File: config.mk
export PLATFORM = sky130hd
export DESIGN_NAME = wspr_symbol_player_flat
export DESIGN_NICKNAME = d
export VERILOG_FILES = /design/src/rtl/wspr_pkg.sv /design/src/rtl/wspr_symbol_player_if.sv /design/src/rtl/wspr_symbol_timer.sv /design/src/rtl/wspr_symbol_player.sv /design/src/flat_wrapper.sv
export SDC_FILE = /design/constraint.sdc
export NUM_CORES = 1
export LEC_CHECK = 0
export ABC_AREA = 1
export CAP_MARGIN = 20
export CORE_MARGIN = 8
export CORE_UTILIZATION = 55
export DETAILED_ROUTE_END_ITERATION = 16
export PLACE_DENSITY = 0.76
export SLEW_MARGIN = 20
export SYNTH_ARGS = -nofsm -noshare
export SYNTH_HDL_FRONTEND = slang
export SYNTH_SLANG_ARGS = --single-unit
File: constraint.sdc
create_clock -name clk25MHz -period 3.6 [get_ports clk25MHz]
set_clock_uncertainty 0.1 [all_clocks]
set_input_delay 0.36 -clock clk25MHz [delete_from_list [all_inputs] [get_ports clk25MHz]]
set_output_delay 0.36 -clock clk25MHz [all_outputs]
set_load 0.05 [all_outputs]
File: src/rtl/wspr_pkg.sv
// Shared types, default timing constants and the tone-offset helper for the WSPR symbol player.
package wspr_pkg;

  typedef enum logic [1:0] {
    ST_IDLE  = 2'd0,
    ST_ARMED = 2'd1,
    ST_RUN   = 2'd2
  } wspr_state_e;

  typedef logic [31:0] tuning_word_t;

  localparam int SYMBOL_COUNT = 162;
  localparam int BASE_TICKS   = 17066666;
  localparam int FRAC_NUM     = 2;
  localparam int FRAC_DEN     = 3;
  localparam int TICK_W       = 25;

  // sym * step without a multiplier: tones only span 0..3.
  function automatic tuning_word_t tone_offset(input logic [1:0] sym, input tuning_word_t step);
    tuning_word_t twice;
    tuning_word_t once;
    twice = sym[1] ? (step << 1) : '0;
    once  = sym[0] ? step : '0;
    return twice + once;
  endfunction

endpackage

File: src/rtl/wspr_symbol_player_if.sv
// Firmware/NCO-facing signal bundle of the WSPR symbol player.
interface wspr_symbol_player_if;
  import wspr_pkg::*;

  // start, abort and ppsTick are single-cycle strobes sampled on the clock edge; the NCO side
  // qualifies tuningWord by watching tuningToggle change rather than by a valid/ready pair.
  logic         symWrEn;
  logic [7:0]   symWrAddr;
  logic [1:0]   symWrData;
  tuning_word_t baseWord;
  tuning_word_t toneStep;
  logic         start;
  logic         abort;
  logic         ppsTick;
  tuning_word_t tuningWord;
  logic         tuningToggle;
  logic         rfEnable;
  logic         busy;
  logic [7:0]   symbolIndex;
  logic         done;
  wspr_state_e  state;

  modport master (
    output symWrEn, symWrAddr, symWrData, baseWord, toneStep, start, abort, ppsTick,
    input  tuningWord, tuningToggle, rfEnable, busy, symbolIndex, done, state
  );

  modport slave (
    input  symWrEn, symWrAddr, symWrData, baseWord, toneStep, start, abort, ppsTick,
    output tuningWord, tuningToggle, rfEnable, busy, symbolIndex, done, state
  );
endinterface

File: src/rtl/wspr_symbol_timer.sv
// Symbol period counter with a Bresenham accumulator for the fractional clocks per symbol.
module wspr_symbol_timer #(
  parameter int BASE_TICKS = wspr_pkg::BASE_TICKS,
  parameter int FRAC_NUM   = wspr_pkg::FRAC_NUM,
  parameter int FRAC_DEN   = wspr_pkg::FRAC_DEN,
  parameter int TICK_W     = wspr_pkg::TICK_W
) (
  input  logic clk,
  input  logic resetN,
  input  logic clear,
  input  logic run,
  output logic symbolEnd
);
  logic [TICK_W-1:0] cnt_q, cnt_d;
  logic [TICK_W-1:0] last_q, last_d;
  logic [TICK_W-1:0] acc_q, acc_d;
  logic [TICK_W-1:0] acc_sum;
  logic              long_sym;

  // clear starts symbol 0 from an empty accumulator; every symbol end starts the next one.
  always_comb begin
    acc_sum   = (clear ? '0 : acc_q) + TICK_W'(FRAC_NUM);
    long_sym  = (acc_sum >= TICK_W'(FRAC_DEN));
    symbolEnd = run && !clear && (cnt_q == last_q);
    cnt_d     = cnt_q;
    last_d    = last_q;
    acc_d     = acc_q;
    if (clear || symbolEnd) begin
      cnt_d  = '0;
      acc_d  = long_sym ? (acc_sum - TICK_W'(FRAC_DEN)) : acc_sum;
      last_d = long_sym ? TICK_W'(BASE_TICKS) : TICK_W'(BASE_TICKS - 1);
    end else if (run) begin
      cnt_d = cnt_q + 1'b1;
    end
  end

  always_ff @(posedge clk) begin
    if (!resetN) begin
      cnt_q  <= '0;
      last_q <= '0;
      acc_q  <= '0;
    end else begin
      cnt_q  <= cnt_d;
      last_q <= last_d;
      acc_q  <= acc_d;
    end
  end
endmodule

File: src/rtl/wspr_symbol_player.sv
// Plays the symbol RAM as NCO tuning words at the WSPR symbol rate and keys the PA meanwhile.
// WSPR_PPS_START_EN: when defined, start arms the block and the next ppsTick begins transmission.
module wspr_symbol_player #(
  parameter int SYMBOL_COUNT = wspr_pkg::SYMBOL_COUNT,
  parameter int BASE_TICKS   = wspr_pkg::BASE_TICKS,
  parameter int FRAC_NUM     = wspr_pkg::FRAC_NUM,
  parameter int FRAC_DEN     = wspr_pkg::FRAC_DEN,
  parameter int TICK_W       = wspr_pkg::TICK_W
) (
  input logic                 clk25MHz,
  input logic                 resetN,
  wspr_symbol_player_if.slave bus
);
  import wspr_pkg::*;

  localparam logic [7:0] LAST_IDX = 8'(SYMBOL_COUNT - 1);

  wspr_state_e  state_q, state_d;
  tuning_word_t base_q, base_d, step_q, step_d;
  logic [7:0]   rd_idx_q, rd_idx_d, idx_p_q, idx_p_d;
  logic         pend_q, pend_d, fin0_q, fin0_d, ld_q, ld_d, fin1_q, fin1_d, tail_q, tail_d;
  tuning_word_t word_q, word_d;
  logic         toggle_q, toggle_d, rf_q, rf_d, done_q, done_d;
  logic [7:0]   idx_q, idx_d;
  logic [1:0]   ram_q;
  logic [1:0]   ram [256];
  logic         enter, tmr_run, sym_end;

  always_ff @(posedge clk25MHz) begin
    if (bus.symWrEn) ram[bus.symWrAddr] <= bus.symWrData;
    ram_q <= ram[rd_idx_q];
  end

  assign tmr_run = (state_q == ST_RUN) && !tail_q;

  wspr_symbol_timer #(
    .BASE_TICKS(BASE_TICKS), .FRAC_NUM(FRAC_NUM), .FRAC_DEN(FRAC_DEN), .TICK_W(TICK_W)
  ) u_timer (
    .clk(clk25MHz), .resetN(resetN), .clear(enter), .run(tmr_run), .symbolEnd(sym_end)
  );

  // rd_idx leads the air by two clocks (RAM read, output register); pend/ld and fin0/fin1
  // carry "new symbol" and "message over" through that same two-stage delay.
  always_comb begin
    state_d  = state_q;
    base_d   = base_q;
    step_d   = step_q;
    rd_idx_d = rd_idx_q;
    idx_p_d  = rd_idx_q;
    pend_d   = 1'b0;
    fin0_d   = 1'b0;
    ld_d     = 1'b0;
    fin1_d   = 1'b0;
    tail_d   = tail_q;
    word_d   = word_q;
    toggle_d = toggle_q;
    rf_d     = rf_q;
    idx_d    = idx_q;
    done_d   = 1'b0;
    enter    = 1'b0;
    case (state_q)
      ST_IDLE: begin
        if (!bus.abort && bus.start) begin
`ifdef WSPR_PPS_START_EN
          state_d = ST_ARMED;
`else
          enter = 1'b1;
`endif
        end
      end
`ifdef WSPR_PPS_START_EN
      ST_ARMED: begin
        if (bus.abort)        state_d = ST_IDLE;
        else if (bus.ppsTick) enter   = 1'b1;
      end
`endif
      ST_RUN: begin
        if (bus.abort) begin
          state_d = ST_IDLE;
          word_d  = '0;
          rf_d    = 1'b0;
          idx_d   = '0;
          tail_d  = 1'b0;
          if (word_q != '0) toggle_d = ~toggle_q;
        end else begin
          ld_d   = pend_q;
          fin1_d = fin0_q;
          if (sym_end) begin
            if (rd_idx_q == LAST_IDX) begin
              fin0_d = 1'b1;
              tail_d = 1'b1;
            end else begin
              rd_idx_d = rd_idx_q + 8'd1;
              pend_d   = 1'b1;
            end
          end
          if (fin1_q) begin
            state_d  = ST_IDLE;
            word_d   = '0;
            rf_d     = 1'b0;
            idx_d    = '0;
            done_d   = 1'b1;
            tail_d   = 1'b0;
            toggle_d = ~toggle_q;
          end else if (ld_q) begin
            word_d   = base_q + tone_offset(ram_q, step_q);
            rf_d     = 1'b1;
            idx_d    = idx_p_q;
            toggle_d = ~toggle_q;
          end
        end
      end
      default: state_d = ST_IDLE;
    endcase
    if (enter) begin
      state_d  = ST_RUN;
      base_d   = bus.baseWord;
      step_d   = bus.toneStep;
      rd_idx_d = '0;
      pend_d   = 1'b1;
      tail_d   = 1'b0;
    end
  end

  always_ff @(posedge clk25MHz) begin
    if (!resetN) begin
      state_q  <= ST_IDLE;
      base_q   <= '0;
      step_q   <= '0;
      rd_idx_q <= '0;
      idx_p_q  <= '0;
      pend_q   <= 1'b0;
      fin0_q   <= 1'b0;
      ld_q     <= 1'b0;
      fin1_q   <= 1'b0;
      tail_q   <= 1'b0;
      word_q   <= '0;
      toggle_q <= 1'b0;
      rf_q     <= 1'b0;
      idx_q    <= '0;
      done_q   <= 1'b0;
    end else begin
      state_q  <= state_d;
      base_q   <= base_d;
      step_q   <= step_d;
      rd_idx_q <= rd_idx_d;
      idx_p_q  <= idx_p_d;
      pend_q   <= pend_d;
      fin0_q   <= fin0_d;
      ld_q     <= ld_d;
      fin1_q   <= fin1_d;
      tail_q   <= tail_d;
      word_q   <= word_d;
      toggle_q <= toggle_d;
      rf_q     <= rf_d;
      idx_q    <= idx_d;
      done_q   <= done_d;
    end
  end

  assign bus.tuningWord   = word_q;
  assign bus.tuningToggle = toggle_q;
  assign bus.rfEnable     = rf_q;
  assign bus.busy         = (state_q != ST_IDLE);
  assign bus.symbolIndex  = idx_q;
  assign bus.done         = done_q;
  assign bus.state        = state_q;
endmodule

File: src/flat_wrapper.sv
// flat-port wrapper written by rule: the top's interface ports become plain ports
module wspr_symbol_player_flat import wspr_pkg::*;
#(
  parameter int SYMBOL_COUNT = wspr_pkg::SYMBOL_COUNT,
  parameter int BASE_TICKS   = wspr_pkg::BASE_TICKS,
  parameter int FRAC_NUM     = wspr_pkg::FRAC_NUM,
  parameter int FRAC_DEN     = wspr_pkg::FRAC_DEN,
  parameter int TICK_W       = wspr_pkg::TICK_W
)
  (clk25MHz, resetN, bus_symWrEn, bus_symWrAddr, bus_symWrData, bus_baseWord, bus_toneStep, bus_start, bus_abort, bus_ppsTick, bus_tuningWord, bus_tuningToggle, bus_rfEnable, bus_busy, bus_symbolIndex, bus_done, bus_state);
  wspr_symbol_player_if bus_i ();
  input logic clk25MHz;
  input logic resetN;
  input wire logic [$bits(bus_i.symWrEn)-1:0] bus_symWrEn;
  input wire logic [$bits(bus_i.symWrAddr)-1:0] bus_symWrAddr;
  input wire logic [$bits(bus_i.symWrData)-1:0] bus_symWrData;
  input wire logic [$bits(bus_i.baseWord)-1:0] bus_baseWord;
  input wire logic [$bits(bus_i.toneStep)-1:0] bus_toneStep;
  input wire logic [$bits(bus_i.start)-1:0] bus_start;
  input wire logic [$bits(bus_i.abort)-1:0] bus_abort;
  input wire logic [$bits(bus_i.ppsTick)-1:0] bus_ppsTick;
  output wire logic [$bits(bus_i.tuningWord)-1:0] bus_tuningWord;
  output wire logic [$bits(bus_i.tuningToggle)-1:0] bus_tuningToggle;
  output wire logic [$bits(bus_i.rfEnable)-1:0] bus_rfEnable;
  output wire logic [$bits(bus_i.busy)-1:0] bus_busy;
  output wire logic [$bits(bus_i.symbolIndex)-1:0] bus_symbolIndex;
  output wire logic [$bits(bus_i.done)-1:0] bus_done;
  output wire logic [$bits(bus_i.state)-1:0] bus_state;
  assign bus_i.symWrEn = bus_symWrEn;
  assign bus_i.symWrAddr = bus_symWrAddr;
  assign bus_i.symWrData = bus_symWrData;
  assign bus_i.baseWord = bus_baseWord;
  assign bus_i.toneStep = bus_toneStep;
  assign bus_i.start = bus_start;
  assign bus_i.abort = bus_abort;
  assign bus_i.ppsTick = bus_ppsTick;
  assign bus_tuningWord = bus_i.tuningWord;
  assign bus_tuningToggle = bus_i.tuningToggle;
  assign bus_rfEnable = bus_i.rfEnable;
  assign bus_busy = bus_i.busy;
  assign bus_symbolIndex = bus_i.symbolIndex;
  assign bus_done = bus_i.done;
  assign bus_state = bus_i.state;
  wspr_symbol_player #(.SYMBOL_COUNT(SYMBOL_COUNT), .BASE_TICKS(BASE_TICKS), .FRAC_NUM(FRAC_NUM), .FRAC_DEN(FRAC_DEN), .TICK_W(TICK_W)) u_core (.clk25MHz(clk25MHz), .resetN(resetN), .bus(bus_i));
endmodule
==> impl_metrics.csv <==
group,metric,value,unit
floorplan,fp.dieW,259,µm
placement,dp_slack,0.0962,ns
yosys,ys_top_cells_by_area,"edfxtp_1 47%, dfxtp_1 11%, nor2_1 7.5%",
yosys,synth_nets,3645,
worst_hold_path,hold_path_end,"u_core.idx_p_d[4]",
floorplan,core,58600,µm²
timing,fmax,300,MHz
clock_network,clk_pin_slew,0.06,ns
yosys,ys_seq_area_frac,0.588,
detailed_routing,viasPerCell,5.82,
yosys,yosys.area.top_type_share,0.475,
yosys,synth_top_family_by_area,"simple AND/OR/NAND/NOR gates",
yosys,synthXorXnorAreaFrac,0.00460,
placement,place_area,34600,µm²
floorplan,core.rowCount,89,
yosys,yosysWarnings,0,
cells_and_area,fin_cells,4413,
floorplan,start_util,0.553,
setup_path,endpoint_kind,"flop",
yosys,synth-adder-area-share,0.0335,
pwr,power_density,498,nW/µm²
pwr,p_leak,0.0135,µW
floorplan,die_y,259,µm
timing,worst_pin_slew,0.986,ns
worst_hold_path,holdPathStages,3,
detailed_routing,remaining_drc_errors,0,
yosys,ys.flop_type,"edfxtp_1",
global_route,grt_pass1_wl,131000,µm
clock_network,root_buffer,"clkbuf_16",
setup_path,rrSetupSlack,0.27,ns
floorplan,io_pins,126,
placement,dpl.hpwl,52100,µm
setup_path,r2r_end,"u_core.bus.tuningWord[30]",
detailed_routing,vias,25700,
global_route,track_usage,0.244,
yosys,yosys.area.top_type,"edfxtp_1",
yosys,synthesis.area,32400,µm²
timing,fin_tns_setup,0,ns
yosys,async_flop_share,0,
detailed_routing,drt_iter0_markers,2883,
run,maxCapViolations,0,
cells_and_area,drive_gt1_frac,0.0709,
cells_and_area,seqCellArea,19100,µm²
setup_path,start_kind,"flop",
cells_and_area,area_growth,14.6,%
clock_network,clockBufferDepth,3,
cells_and_area,multi_input_area,11400,µm²
timing,finalCritPeriodShare,0.925,
setup_path,rr_startpoint,"u_core.ram_q[1]",
global_route,grt-ovfl-total,0,
setup_path,required,4.00,ns
clock_network,postCtsSetupRepairBufs,0,
yosys,synth.most_common_cell,"nor2_1",
timing,period_minus_slack,3.33,ns
yosys,syn_area_per_cell,9.26,µm²
worst_hold_path,min_from,"resetN",
yosys,synth_mux_area_frac,0,
cells_and_area,finish.net_count,3728,
worst_hold_path,hold_path_class,"input pin to flop",
clock_network,clock_latency,0.64,ns
floorplan,die-area,66900,µm²
detailed_routing,first_pass_iters,8,
placement,dp_cells,4277,
timing,setup_viol,0,
yosys,syn_inst,3497,
timing,setup_ws,0.272,ns
pwr,vdd_ir_drop_max,0.394,mV
clock_network,cts.hold.buffers_added,0,
detailed_routing,wirelength,83600,µm
yosys,synth_cell_types,55,
placement,portBuffers,123,
clock_network,cts_resized,0,
cells_and_area,fin_area,37100,µm²
cells_and_area,nFillCells,4658,
yosys,synth_common_cells,"651 x nor2_1, 515 x nand2_1, 512 x edfxtp_1",
setup_path,arrival,3.72,ns
setup_path,crit_fanout,30,
timing,max_slew_margin,0.342,
yosys,yosys.area_share.simple,0.182,
placement,gp_congestion,0.918,
global_route,grt_pass1_vias,24700,
yosys,synth_compound_area_frac,0.132,
yosys,synth_edf_count,512,
global_route,grt_antenna_before_repair,0,
timing,rsz0062_at_grt,"false",
clock_network,cts_made_buffers,74,
timing,drv_slew,0,
yosys,synth-seq-cells,696,
detailed_routing,wl_per_cell,19.0,µm
clock_network,cts_tree,"built",
clock_network,clock-sinks,696,
detailed_routing,ant_nets,0,
timing,finalHoldViolCount,0,
outcome,status,"complete, no violations",
setup_path,ff2ff_path_depth,20,
global_route,grt_max_degree,133,
clock_network,htreeDepth,3,
setup_path,critPathKind,"flop to flop",
## metal layers
metal  vias to the layer above  wire (µm)  global-route usage
met4                         0       3570               0.110
met1                     12200      32600               0.311
li1                      12100          -                   -
met2                      1199      39400               0.404
met3                       222       8140              0.0461
met5                         -          0                   0
## worst max-delay path, cell delays in order, from the launching register on
cell and delay [ns]:
dfxtp_1 0.38, buf_12 0.19, nand2_1 0.09, fa_1 0.51
inv_1 0.04, ha_1 0.37, nand2_1 0.14, nor2_1 0.24
nand2_1 0.09, nand2_1 0.13, nand2_1 0.07, nand3_1 0.13
nand2_1 0.07, nand2_1 0.09, nand2_1 0.05, nand2_1 0.09
nand2_1 0.06, nand2_1 0.07, a21oi_1 0.06, o21ai_0 0.09
a21oi_1 0.09
## flip-flops by register name, summed over array words and instances (netlist names)
name	count
u_core.u_timer.last_q	3
u_core.u_timer.cnt_q	25
u_core.bus.tuningWord	32
u_core.idx_p_q	8
u_core.bus.symbolIndex	8
u_core.idx_p_d	8
u_core.fin1_q	1
u_core.tail_q	1
u_core.ram_q	2
u_core.ld_q	1
u_core.fin0_q	1
u_core.u_timer.acc_q	25
u_core.pend_q	1
u_core.bus.rfEnable	1
u_core.step_q	32
u_core.ram	512
u_core.bus.tuningToggle	1
u_core.bus.done	1
u_core.bus.state	1
u_core.base_q	32
## cells by family (layout without fill, tap and decap cells)
kind of cell | Yosys count | after routing
xor gates and xnor gates | 17 | 17
and+or+nand+nor | 1414 | 1414
other | 1 | 2
DFF | 696 | 696
adders and majority gates | 68 | 68
buffers and inverters | 505 | 647
AOI/OAI and AO/OA | 796 | 796
## report_power, final
| group | switching (µW) | leakage, µW | internal [µW] |
|---|---|---|---|
| registers | 107 | 0.00610 | 8720 |
| clock network | 3230 | 0.00122 | 4640 |
| logic | 1190 | 0.00617 | 596 |
## layout make-up
| class | instances | share of cell area |
|---|---|---|
| repair buffers | 197 | 0.0524 |
| multi-input cells | 2296 | 0.308 |
| clock buffers | 91 | 0.0539 |
| flip-flops and latches | 696 | 0.514 |
| inverters | 315 | 0.0320 |
| well taps | 773 | 0.0260 |
| diodes | 1 | 0.0000674 |
| clock inverters | 44 | 0.0142 |
## worst max path at each step
stage	start	end	slack, ns	cells past startpoint
4_1_cts	u_core.ram_q[1]	u_core.bus.tuningWord[27]	0.05	19
3_3_place_gp	bus_abort	u_core.u_timer.acc_q[0]	0.09	21
6_report	u_core.ram_q[1]	u_core.bus.tuningWord[30]	0.27	20
5_1_grt	u_core.ram_q[1]	u_core.bus.tuningWord[30]	0.03	20
2_1_floorplan	u_core.bus.state[1]	u_core.u_timer.acc_q[21]	0.05	24
3_5_place_dp	bus_abort	u_core.u_timer.acc_q[0]	0.1	21
## through the flow
step / total power [µW] / utilization / hold slack, ns
detailed placement: 10700 / 0.590 / 0.302
global placement: 10700 / 0.590 / 0.297
CTS: 18500 / 0.634 / 0.0221
floorplan: 10100 / - / 0.294
global route: 19100 / 0.634 / 0.0474
finish: 18500 / 0.634 / 0.0577
## placed cells by master (no fill, tap or decap), drive strengths merged, types with 2 or more instances in the layout
cell type / instances
or2: 10
o21bai: 4
nand2: 522
nor2: 673
a21boi: 2
clkinv: 32
o22ai: 127
buf: 77
or4: 2
clkinvlp: 4
a31oi: 2
a41oi: 3
a221oi: 9
inv: 314
xor2: 11
nor4: 15
dfxtp: 184
nand4: 44
a21o: 4
ha: 37
nor3: 21
nor3b: 6
o21a: 3
xnor2: 6
o221ai: 4
fa: 31
o21ai: 395
clkbuf: 91
edfxtp: 512
nand3: 117
o211ai: 5
a211oi: 3
bufinv: 9
clkdlybuf4s50: 120
nand3b: 2
a21oi: 232
Note: power is estimated with default switching activity, not from simulation.
